===== config.mk =====
export PLATFORM = sky130hd
export DESIGN_NAME = pwm_duty_uart_rx
export DESIGN_NICKNAME = d
export VERILOG_FILES = /design/src/rtl/pwm_duty_uart_rx.sv
export SDC_FILE = /design/constraint.sdc
export NUM_CORES = 1
export LEC_CHECK = 0
export BUFFER_PORTS_ARGS = -buffer_cell sky130_fd_sc_hd__buf_2
export CORE_UTILIZATION = 40
export DETAILED_ROUTE_END_ITERATION = 8
export PLACE_DENSITY_LB_ADDON = 0.3
export SYNTH_ARGS = -nofsm -noshare
export SYNTH_HDL_FRONTEND = slang
export SYNTH_SLANG_ARGS = --single-unit

===== constraint.sdc =====
create_clock -name clk_i -period 2.3 [get_ports clk_i]
set_input_delay 0.23 -clock clk_i [delete_from_list [all_inputs] [get_ports clk_i]]
set_output_delay 0.23 -clock clk_i [all_outputs]
set_load 0.02 [all_outputs]

===== src/rtl/pwm_duty_uart_rx.sv =====
// UART 8N1 receiver that holds the last correctly framed byte as a PWM duty value.
// The line is oversampled 16x. The start bit is verified at its middle, and every
// later bit is sampled 16 ticks after the previous sample point.
module pwm_duty_uart_rx #(
  parameter int unsigned CLK_HZ   = 10_000_000,
  parameter int unsigned BAUD     = 9600,
  parameter logic [7:0]  DUTY_RST = 8'h00
) (
  input  logic       clk_i,
  input  logic       rst_i,
  input  logic       rx_i,
  output logic [7:0] duty_o,
  output logic       duty_valid_o,
  output logic       frame_err_o,
  output logic       busy_o
);

  // Oversampling divider; must be at least 2 so that IDLE never sees a tick.
  localparam int unsigned DIV = CLK_HZ / (16 * BAUD);
  localparam int unsigned PCW = (DIV > 1) ? $clog2(DIV) : 1;
  localparam logic [PCW-1:0] PC_MAX = PCW'(DIV - 1);

  typedef enum logic [2:0] {
    S_IDLE,
    S_START,
    S_DATA,
    S_STOP,
    S_WAIT_IDLE
  } state_t;

  logic           rx_meta_q;
  logic           rxs_q;
  state_t         state_q, state_d;
  logic [PCW-1:0] pc_q, pc_d;
  logic [3:0]     s_q, s_d;
  logic [2:0]     b_q, b_d;
  logic [7:0]     shift_q, shift_d;
  logic [7:0]     duty_q, duty_d;
  logic           valid_q, valid_d;
  logic           err_q, err_d;
  logic           busy_q, busy_d;
  logic           tick;

  assign tick = (pc_q == PC_MAX);

  // Next-state logic: prescaler, sample counter, bit framing and duty capture.
  always_comb begin
    state_d = state_q;
    pc_d    = pc_q;
    s_d     = s_q;
    b_d     = b_q;
    shift_d = shift_q;
    duty_d  = duty_q;
    valid_d = 1'b0;
    err_d   = 1'b0;

    if (state_q == S_IDLE || state_q == S_WAIT_IDLE) begin
      pc_d = '0;
    end else if (tick) begin
      pc_d = '0;
    end else begin
      pc_d = pc_q + 1'b1;
    end

    if (tick) begin
      s_d = s_q + 4'd1;
    end

    case (state_q)
      S_IDLE: begin
        if (!rxs_q) begin
          state_d = S_START;
          s_d     = '0;
        end
      end
      S_START: begin
        if (tick && s_q == 4'd7) begin
          s_d = '0;
          if (!rxs_q) begin
            state_d = S_DATA;
            b_d     = '0;
          end else begin
            state_d = S_IDLE;
          end
        end
      end
      S_DATA: begin
        if (tick && s_q == 4'd15) begin
          shift_d = {rxs_q, shift_q[7:1]};
          b_d     = b_q + 3'd1;
          s_d     = '0;
          if (b_q == 3'd7) begin
            state_d = S_STOP;
          end
        end
      end
      S_STOP: begin
        if (tick && s_q == 4'd15) begin
          s_d = '0;
          if (rxs_q) begin
            duty_d  = shift_q;
            valid_d = 1'b1;
            state_d = S_IDLE;
          end else begin
            err_d   = 1'b1;
            state_d = S_WAIT_IDLE;
          end
        end
      end
      S_WAIT_IDLE: begin
        if (rxs_q) begin
          state_d = S_IDLE;
          s_d     = '0;
        end
      end
      default: begin
        state_d = S_IDLE;
        s_d     = '0;
      end
    endcase

    busy_d = (state_d != S_IDLE);
  end

  // Synchronizer and all receiver state; reset aborts any frame in flight.
  always_ff @(posedge clk_i or posedge rst_i) begin
    if (rst_i) begin
      rx_meta_q <= 1'b1;
      rxs_q     <= 1'b1;
      state_q   <= S_IDLE;
      pc_q      <= '0;
      s_q       <= '0;
      b_q       <= '0;
      shift_q   <= '0;
      duty_q    <= DUTY_RST;
      valid_q   <= 1'b0;
      err_q     <= 1'b0;
      busy_q    <= 1'b0;
    end else begin
      rx_meta_q <= rx_i;
      rxs_q     <= rx_meta_q;
      state_q   <= state_d;
      pc_q      <= pc_d;
      s_q       <= s_d;
      b_q       <= b_d;
      shift_q   <= shift_d;
      duty_q    <= duty_d;
      valid_q   <= valid_d;
      err_q     <= err_d;
      busy_q    <= busy_d;
    end
  end

  assign duty_o       = duty_q;
  assign duty_valid_o = valid_q;
  assign frame_err_o  = err_q;
  assign busy_o       = busy_q;

endmodule


# ---- Word-level counts from Yosys, hierarchy flattened
# Cells that the tools add are included.
dict set report totals {
  regBits 38
  word_cells 62
}
dict set report classes {
  addsub 3
  eq_ne 11
  mux 27
  reduce_logical 10
}
# operator count
set op_table {}
lappend op_table {{$mux 3} 10}
lappend op_table {{$mux 4} 5}
lappend op_table {{$pmux 4 s4} 1}
lappend op_table {{$pmux 3 s5} 1}
lappend op_table {{$mux 7} 2}
lappend op_table {{$add 7x1->7 const B} 1}
lappend op_table {{$eq 7x7->1 const B} 1}
lappend op_table {{$eq 3x2->1 const B} 2}
lappend op_table {{$eq 3x3->1 const B} 2}
lappend op_table {{$mux 1} 6}
lappend op_table {{$ne 2x2->1 const B} 3}
lappend op_table {{$pmux 3 s2} 1}
lappend op_table {{$add 4x1->4 const B} 1}
lappend op_table {{$eq 4x3->1 const B} 1}
lappend op_table {{$eq 4x4->1 const B} 1}
lappend op_table {{$reduce_and 4->1} 1}
lappend op_table {{$add 3x1->3 const B} 1}
lappend op_table {{$eq 3x1->1 const B} 1}
lappend op_table {{$logic_not 3->1} 1}
lappend op_table {{$reduce_and 3->1} 1}
lappend op_table {{$reduce_bool 3->1} 1}
lappend op_table {{$logic_and 1x1->1} 2}
lappend op_table {{$mux 2} 1}
lappend op_table {{$reduce_and 2->1} 1}
lappend op_table {{other kinds (3)} 3}

# ---- Longest topological paths before layout
# Gate-level depths: netlist of run 1.
dict set report depth {
  word_depth 5
  depth_mapped 8
}

# ---- Worst setup path after synthesis of run 1
# Ideal clock, no wire load.
dict set report synth_path {
  kind {flip-flop to flip-flop}
  startpoint {reg pc_q[0]}
  endpoint {reg shift_q[0]}
  setup_ns 0.125
  arrival_ns 1.756
  t_required_ns 2.175
  setup_slack_ns 0.420
  stages_incl_launch_ff 9
  period_less_slack_ns 1.880
  path_cell_list {dfrtp_1 > inv_1 > ha_1 > and4bb_1 > buf_6 > nand2_4 > nor4_2 > buf_4 > mux2_2}
}
dict set report synth_via {
  elab_chain_cells 3
}
# item line
set synth_lines {}
lappend synth_lines {{start: declaration} 34} ;# logic [PCW-1:0] pc_q, pc_d;
lappend synth_lines {{start signal: assignment} 143} ;# pc_q <= pc_d;
lappend synth_lines {{$eq 7x7->1} 44} ;# assign tick = (pc_q == PC_MAX);
lappend synth_lines {{$logic_and 1x1->1} 88} ;# if (tick && s_q == 4'd15) begin
lappend synth_lines {{$reduce_and 2->1 (no source line)} --}
lappend synth_lines {{end signal: assignment} 146} ;# shift_q <= shift_d;
lappend synth_lines {{end: declaration} 37} ;# logic [7:0] shift_q, shift_d;
# No other way between the ends.
# A chain may end at the register's enable or synchronous reset.

# ---- Worst setup path after layout of run 1
dict set report layout_path {
  startpoint {reg pc_q[0]}
  endpoint {reg shift_q[3]}
}
# The elaborated chain is that of the path after synthesis.

==> results of run 1 <==
-- layout make-up --
type | instances | share of cell area [%]
clock inverter | 1 | 1.531
sequential | 38 | 48.60
timing repair buffer | 16 | 4.464
inverter | 8 | 1.531
clock buffer | 6 | 4.209
multi-input combinational | 93 | 36.48
tap | 50 | 3.189
-- registers in the layout (all words and copies together), names as in the netlist, 3 cells and up --
name and cells:
s_q 4, pc_q 7, duty_o 8, shift_q 8, b_q 3, state_q 3
-- how the worst min path moves through the flow --
stage | start | cells after the start | end | slack, ns
after floorplan | rx_i | 0 | rx_meta_q | 0.23
after global placement | rx_i | 1 | rx_meta_q | 0.33
after detailed placement | rx_i | 1 | rx_meta_q | 0.34
after CTS | rx_i | 1 | rx_meta_q | 0.02
after global routing | rx_i | 1 | rx_meta_q | 0.02
final | rst_i | 3 | b_q[1] | 0.04
-- report_power, final --
part           total, uW  internal (uW)  leakage, uW  switching, uW
registers            674            671     0.000504           2.39
clock network        562            347    0.0000573            216
logic               17.1           3.11     0.000391           14.0
-- worst reg2reg max path, stage by stage (launching register included) --
cell and delay (ns):
dfrtp_1 0.42, inv_1 0.07, ha_1 0.13, and4bb_1 0.39, nand2_4 0.14, nor4_2 0.23, buf_4 0.23, mux2_2 0.35
-- layer usage --
metal  global-route usage (%)  routed length, um
met1                    19.96               1312
met5                        0                  0
met2                    22.15               1347
met4                    7.031                 55
met3                    4.000                105
-- stage by stage --
step / setup slack [ns] / instance area [um^2] / hold slack (ns) / power (uW) / cells
floorplan: 0.4197 / 1733 / 0.2345 / 697.5 / 145
global placement: 0.2795 / 1849 / 0.3349 / 704.3 / 205
detailed placement: 0.2407 / 1849 / 0.3361 / 704.8 / 205
CTS: 0.2225 / 1962 / 0.02408 / 1273 / 212
global route: 0.06123 / 1962 / 0.02063 / 1298 / 212
finish: 0.2338 / 1962 / 0.03587 / 1253 / 212
-- placed cells by master (no fill, tap or decap), drive strengths merged, types with 3 or more instances in the layout --
cell and n:
mux2 17, nand3 9, o211ai 3, nand2 7, buf 16, inv 8, xnor2 4, and3 3
nor4 4, dfrtp 36, ha 5, clkbuf 6, xor2 5, nor2 13
-- cell families after synthesis --
logic type                 share of synthesized area (%)
muxes                                              11.05
buffers and inverters                              3.682
AOI/OAI and AO/OA                                  6.571
and+or+nand+nor                                    15.52
adders and majority gates                          3.610
DFF                                                55.02
xor gates and xnor gates                           4.548
==> impl_results.md, run 1 <==
- Status: finished clean
- Buffer count from post-CTS setup fixing: 0
- Worst setup path start: pc_q[0]
- Slew headroom: 68.27%
- Detailed Route Iter0 Violations: 57
- RSZ-0062 raised after global routing: false
- Filler cells: 365
- CTS buffer count: 5
- Final Cycle Share: 89.84%
- R2R Setup Slk: 0.23 ns
- First-pass GRT wire length: ~5000 um
- R2R depth: 7
- Stages on worst setup path: 7
- Gr usage total: 14.85%
- Clock transition at path regs: 0.07 ns
- Slowest CP cell: dfrtp_1
- Initial antenna violation count: 0
- GR Overflow Total: 0
- Total negative slack: 0 ns
- CTS sink cnt: 38
- Post-synthesis sequential area ratio: 55.02%
- Root buf cell: clkbuf_8
- Nets: 170
- Synthesized area per cell: 11.95 um^2
- Post-synth EDFFs: 0
- Hold buffers post-CTS: 0
- CTS tree: built
- Post-Syn Area: around 1700 um^2
- Worst path max stage delay: 0.42 ns
- Commonest cells post-synth: dfrtp_1 (36), mux2_2 (17), nor2_1 (13)
- CP Capture Type: flop
- Cell variety after synth: 39
- Yosys warns: 0
- VDD IR max: 0.3028 mV
- PwrDens: 638.8 nW/um^2
- DR vias: 1080
- Leakage Power: between 0.0009 and 0.001 uW
- Layout Skew: ~0.0065 ns
- Final Util: around 48%
- Area contributors post-synth: dfrtp_1 (52%), mux2_2 (11%), ha_1 (3.6%), dfstp_2 (3.0%), nor2_1 (2.8%)
- Worst EP required: 2.47 ns
- Most common cell in the netlist: dfrtp_1
- Final count of hold timing violations: 0
- Final setup fails: 0
- Die W: 67.82 um
- Port bufs: 13
- ANT cells: 0
- Initial Util: 42.41%
- Multi-input gate area: 715.7 um^2
- Synth top area share: approximately half
- Synth Register Bits: 38
- DR DRC count: 0
- Fin. max-slew vios: 0
- Drt total wl: 2821 um
- Seq. cell area: approximately 950 um^2
- DIE HEIGHT: 67.82 um
- Vias in the first global route: 1070
- Fmax achieved: between 0.4 and 0.5 GHz
- H-tree depth: 2
- Antenna viol nets, final: 0
- Crit path launch type: flop
- Pin count of the biggest net entering global routing: 39
- Vias per cell: a little over 5
- CP Cell Sequence: inv_1, ha_1, and4bb_1, nand2_4, nor4_2, buf_4, mux2_2
- Layout cells sized above 1: 28.40%
- Hpwl dp: around 2000 um
- CP top delay family: simple AND/OR/NAND/NOR gates
- DRT Pass-1 Iters: 4
- Post_cts resized: 0
- Die area: 4600 um^2
- CP arrival: ~2.2 ns
- Clock Path Buffers: 2
- Tmin final: just over 2 ns
- WL/cell: 13.31 um
- CP bufs+invs: 2
- Cell Rows: 23
- # IOs: 14
- Share of flip-flops with an asynchronous set or reset: 100.0%
- Latest clock arrival within the worst-skew pair: 0.29 ns
- Core area: slightly above 4000 um^2
- Crit path max fanout: 11
- Top FF cell, synth: dfrtp_1
- Syn_nets: 153
- Reg2reg end: shift_q[3]
- Area leader, netlist: dfrtp_1
- Worst slew pin tran: 0.4728 ns
- Critical Path End: shift_q[3]
- Layout area overhead: 13.21%
- Tightest Hold Check Type: in2async
- R2R Path Start: pc_q[0]
- Crit Path Category: reg2reg
- GP Congestion: 0.8301
- # Max-Cap Violations: 0
- Mapped Cells: 145
Power figures use the tool's default switching activity.
==> inputs of run 2 (changes only) <==
Clock period 2.3 ns to 2.6 ns, I/O delays scaled along.
==> run 2 against run 1 <==
Effect of this change: final cell count unchanged; maximum frequency decreased by 6.1%; clock power shrank 26%; clock-buffer cell count did not move; combinational power down 11%; clock skew is 0.0025 ns lower; design area fell by 1.3%; wire length is 0.99% higher; global-route usage increased by 0.29 points; die area unchanged; worst setup slack better by 0.17 ns; critical endpoint is now duty_o[1]; largest cell class unchanged; largest power group unchanged.
==> impl_results.md, run 2 (synthesized netlist as in run 1, its figures left out) <==
- Final Cycle Share: 84.62% (-5.2 points)
- Initial antenna violation count: 0 (unchanged)
- Core area: 4086 um^2 (unchanged)
- Tmin final: 2.200 ns (+0.1339 ns)
- Clock transition at path regs: 0.07 ns (about the same)
- Nets: 169 (-0.59%)
- CP Capture Type: flop
- Die area: 4600 um^2 (unchanged)
- Pin count of the biggest net entering global routing: 23 (-41%)
- Layout cells sized above 1: 28.40% (unchanged)
- CP arrival: 2.37 ns (+0.13 ns)
- Fmax achieved: 0.4545 GHz (-6.1%)
- Commonest cells after routing, fill and taps aside: dfrtp_1 (36), mux2_2 (17), nor2_1 (13), buf_2 (13), nand3_1 (9)
- Worst EP required: 2.77 ns (+0.30 ns)
- Post_cts resized: 0 (unchanged)
- Status: finished clean
- Top Metal Used: met4
- Reg2reg end: duty_o[1]
- GP Congestion: 0.8339 (+0.46%)
- Fin. max-slew vios: 0 (unchanged)
- First-pass GRT wire length: 5071 um (+1.5%)
- Final count of hold timing violations: 0 (unchanged)
- Crit Path Category: reg2reg
- CTS tree: built
- Worst path max stage delay: 0.53 ns (+0.11 ns)
- R2R depth: 6 (-1)
- Crit path max fanout: 9 (-2)
- Worst slew pin tran: 0.6246 ns (+0.1518 ns)
- Gr usage total: 15.14% (+0.29 points)
- Hpwl dp: 2083 um (+5.3%)
- Slew headroom: 58.31% (-10 points)
- Clock Path Buffers: 2 (unchanged)
- Drt total wl: 2849 um (+0.99%)
- Routed wl met2: 1347 um (unchanged)
- Port bufs: 13 (unchanged)
- DIE HEIGHT: 67.82 um (unchanged)
- Layout area overhead: 11.77%
- GR Overflow Total: 0 (unchanged)
- Cell Rows: 23 (unchanged)
- VDD IR max: 0.3437 mV (+14%)
- Vias in the first global route: 1078 (+0.75%)
- H-tree depth: 2 (unchanged)
- WL met1: 1376 um (+4.9%)
- Initial Util: 42.41% (unchanged)
- Detailed Route Iter0 Violations: 36 (-37%)
- WL/cell: 13.44 um (+0.99%)
- Layout Skew: 0.003960 ns (-0.002515 ns)
- CTS sink cnt: 38 (unchanged)
- RSZ-0062 raised after global routing: false
- DR DRC count: 0 (unchanged)
- Buffer count from post-CTS setup fixing: 0 (unchanged)
- Vias per cell: 5.132 (+0.74%)
- Tightest Hold Check Type: in2async
- R2R Path Start: pc_q[0]
- Die W: 67.82 um (unchanged)
- # IOs: 14 (unchanged)
- DRT Pass-1 Iters: 4 (unchanged)
- Met3 Wirelength: 84 um (-20%)
- Root buf cell: clkbuf_8
- CP Cell Sequence: inv_1, ha_1, and4bb_1, nand2_4, nor4_4, mux2_2
- Latest clock arrival within the worst-skew pair: 0.29 ns (about the same)
- PwrDens: 530.4 nW/um^2 (-17%)
- CTS buffer count: 5 (unchanged)
- # Max-Cap Violations: 0 (unchanged)
- Antenna viol nets, final: 0 (unchanged)
- Slowest CP cell: nor4_4
- Crit path launch type: flop
- Total negative slack: 0 ns (unchanged)
- Hold buffers post-CTS: 0 (unchanged)
- R2R Setup Slk: 0.40 ns (+0.17 ns)
- Commonest non-fill, non-tap cell in the layout: dfrtp_1
- DR vias: 1088 (+0.74%)
- ANT cells: 0 (unchanged)
- Leakage Power: 0.0009369 uW (-1.6%)
- Final setup fails: 0 (unchanged)
- Final Util: 47.40% (-0.61 points)
[run 2: changes by cell type in the layout (fill, tap and decap cells not counted), sizes merged]
cell,delta
bufinv,-1
clkinvlp,+1
buf,-1
clkinv,+1
[run 2: how the worst max path moves through the flow]
| stage | from | end | slack, ns | cells past startpoint |
|---|---|---|---|---|
| 2_1_floorplan | pc_q[0] | shift_q[0] | 0.72 | 8 |
| 3_3_place_gp | pc_q[0] | duty_o[0] | 0.48 | 6 |
| 3_5_place_dp | pc_q[0] | duty_o[1] | 0.38 | 6 |
| 4_1_cts | pc_q[0] | duty_o[1] | 0.39 | 6 |
| 5_1_grt | pc_q[0] | duty_o[7] | 0.18 | 6 |
| 6_report | pc_q[0] | duty_o[1] | 0.40 | 6 |
[run 2: metrics by stage]
step | instance area, um^2 | setup WS (ns) | std cells | hold slack, ns | power [uW]
CTS | 1937 | 0.3871 | 212 | 0.05377 | 1045
finish | 1937 | 0.3999 | 212 | 0.03819 | 1027
global placement | 1842 | 0.4810 | 204 | 0.3459 | 622.4
global route | 1937 | 0.1788 | 212 | 0.05152 | 1066
detailed placement | 1842 | 0.3840 | 204 | 0.3498 | 623.6
floorplan | 1733 | 0.7197 | 145 | 0.2645 | 617.0
[run 2: routing by layer]
metal,global-route usage (%),vias up
met3,5.000,6
met1,20.78,529
met5,0,-
met4,5.469,0
li1,-,539
met2,22.28,14
[run 2: power by group]
group / total [uW] / switching, uW / internal [uW]
combinational: 15.3 / 12.6 / 2.69
sequential: 596 / 2.09 / 594
clock: 416 / 203 / 213
[run 2: critical path: cells and delay by family, from the launching register on]
family                   cells  cell delay [ns]
flip-flops                   1             0.42
multiplexers                 1             0.41
adder cells (fa/ha/maj)      1             0.13
buffers and inverters        1             0.08
AND/OR/NAND/NOR              3             1.05
[run 2: layout make-up]
class	instances	area (um^2)
clock buffers	6	82.58
clock inverters	2	12.51
fillers	387	2150
inverters	8	30.03
multi-input cells	93	715.7
flip-flops and latches	38	953.4
well taps	50	62.56
repair buffers	15	80.08
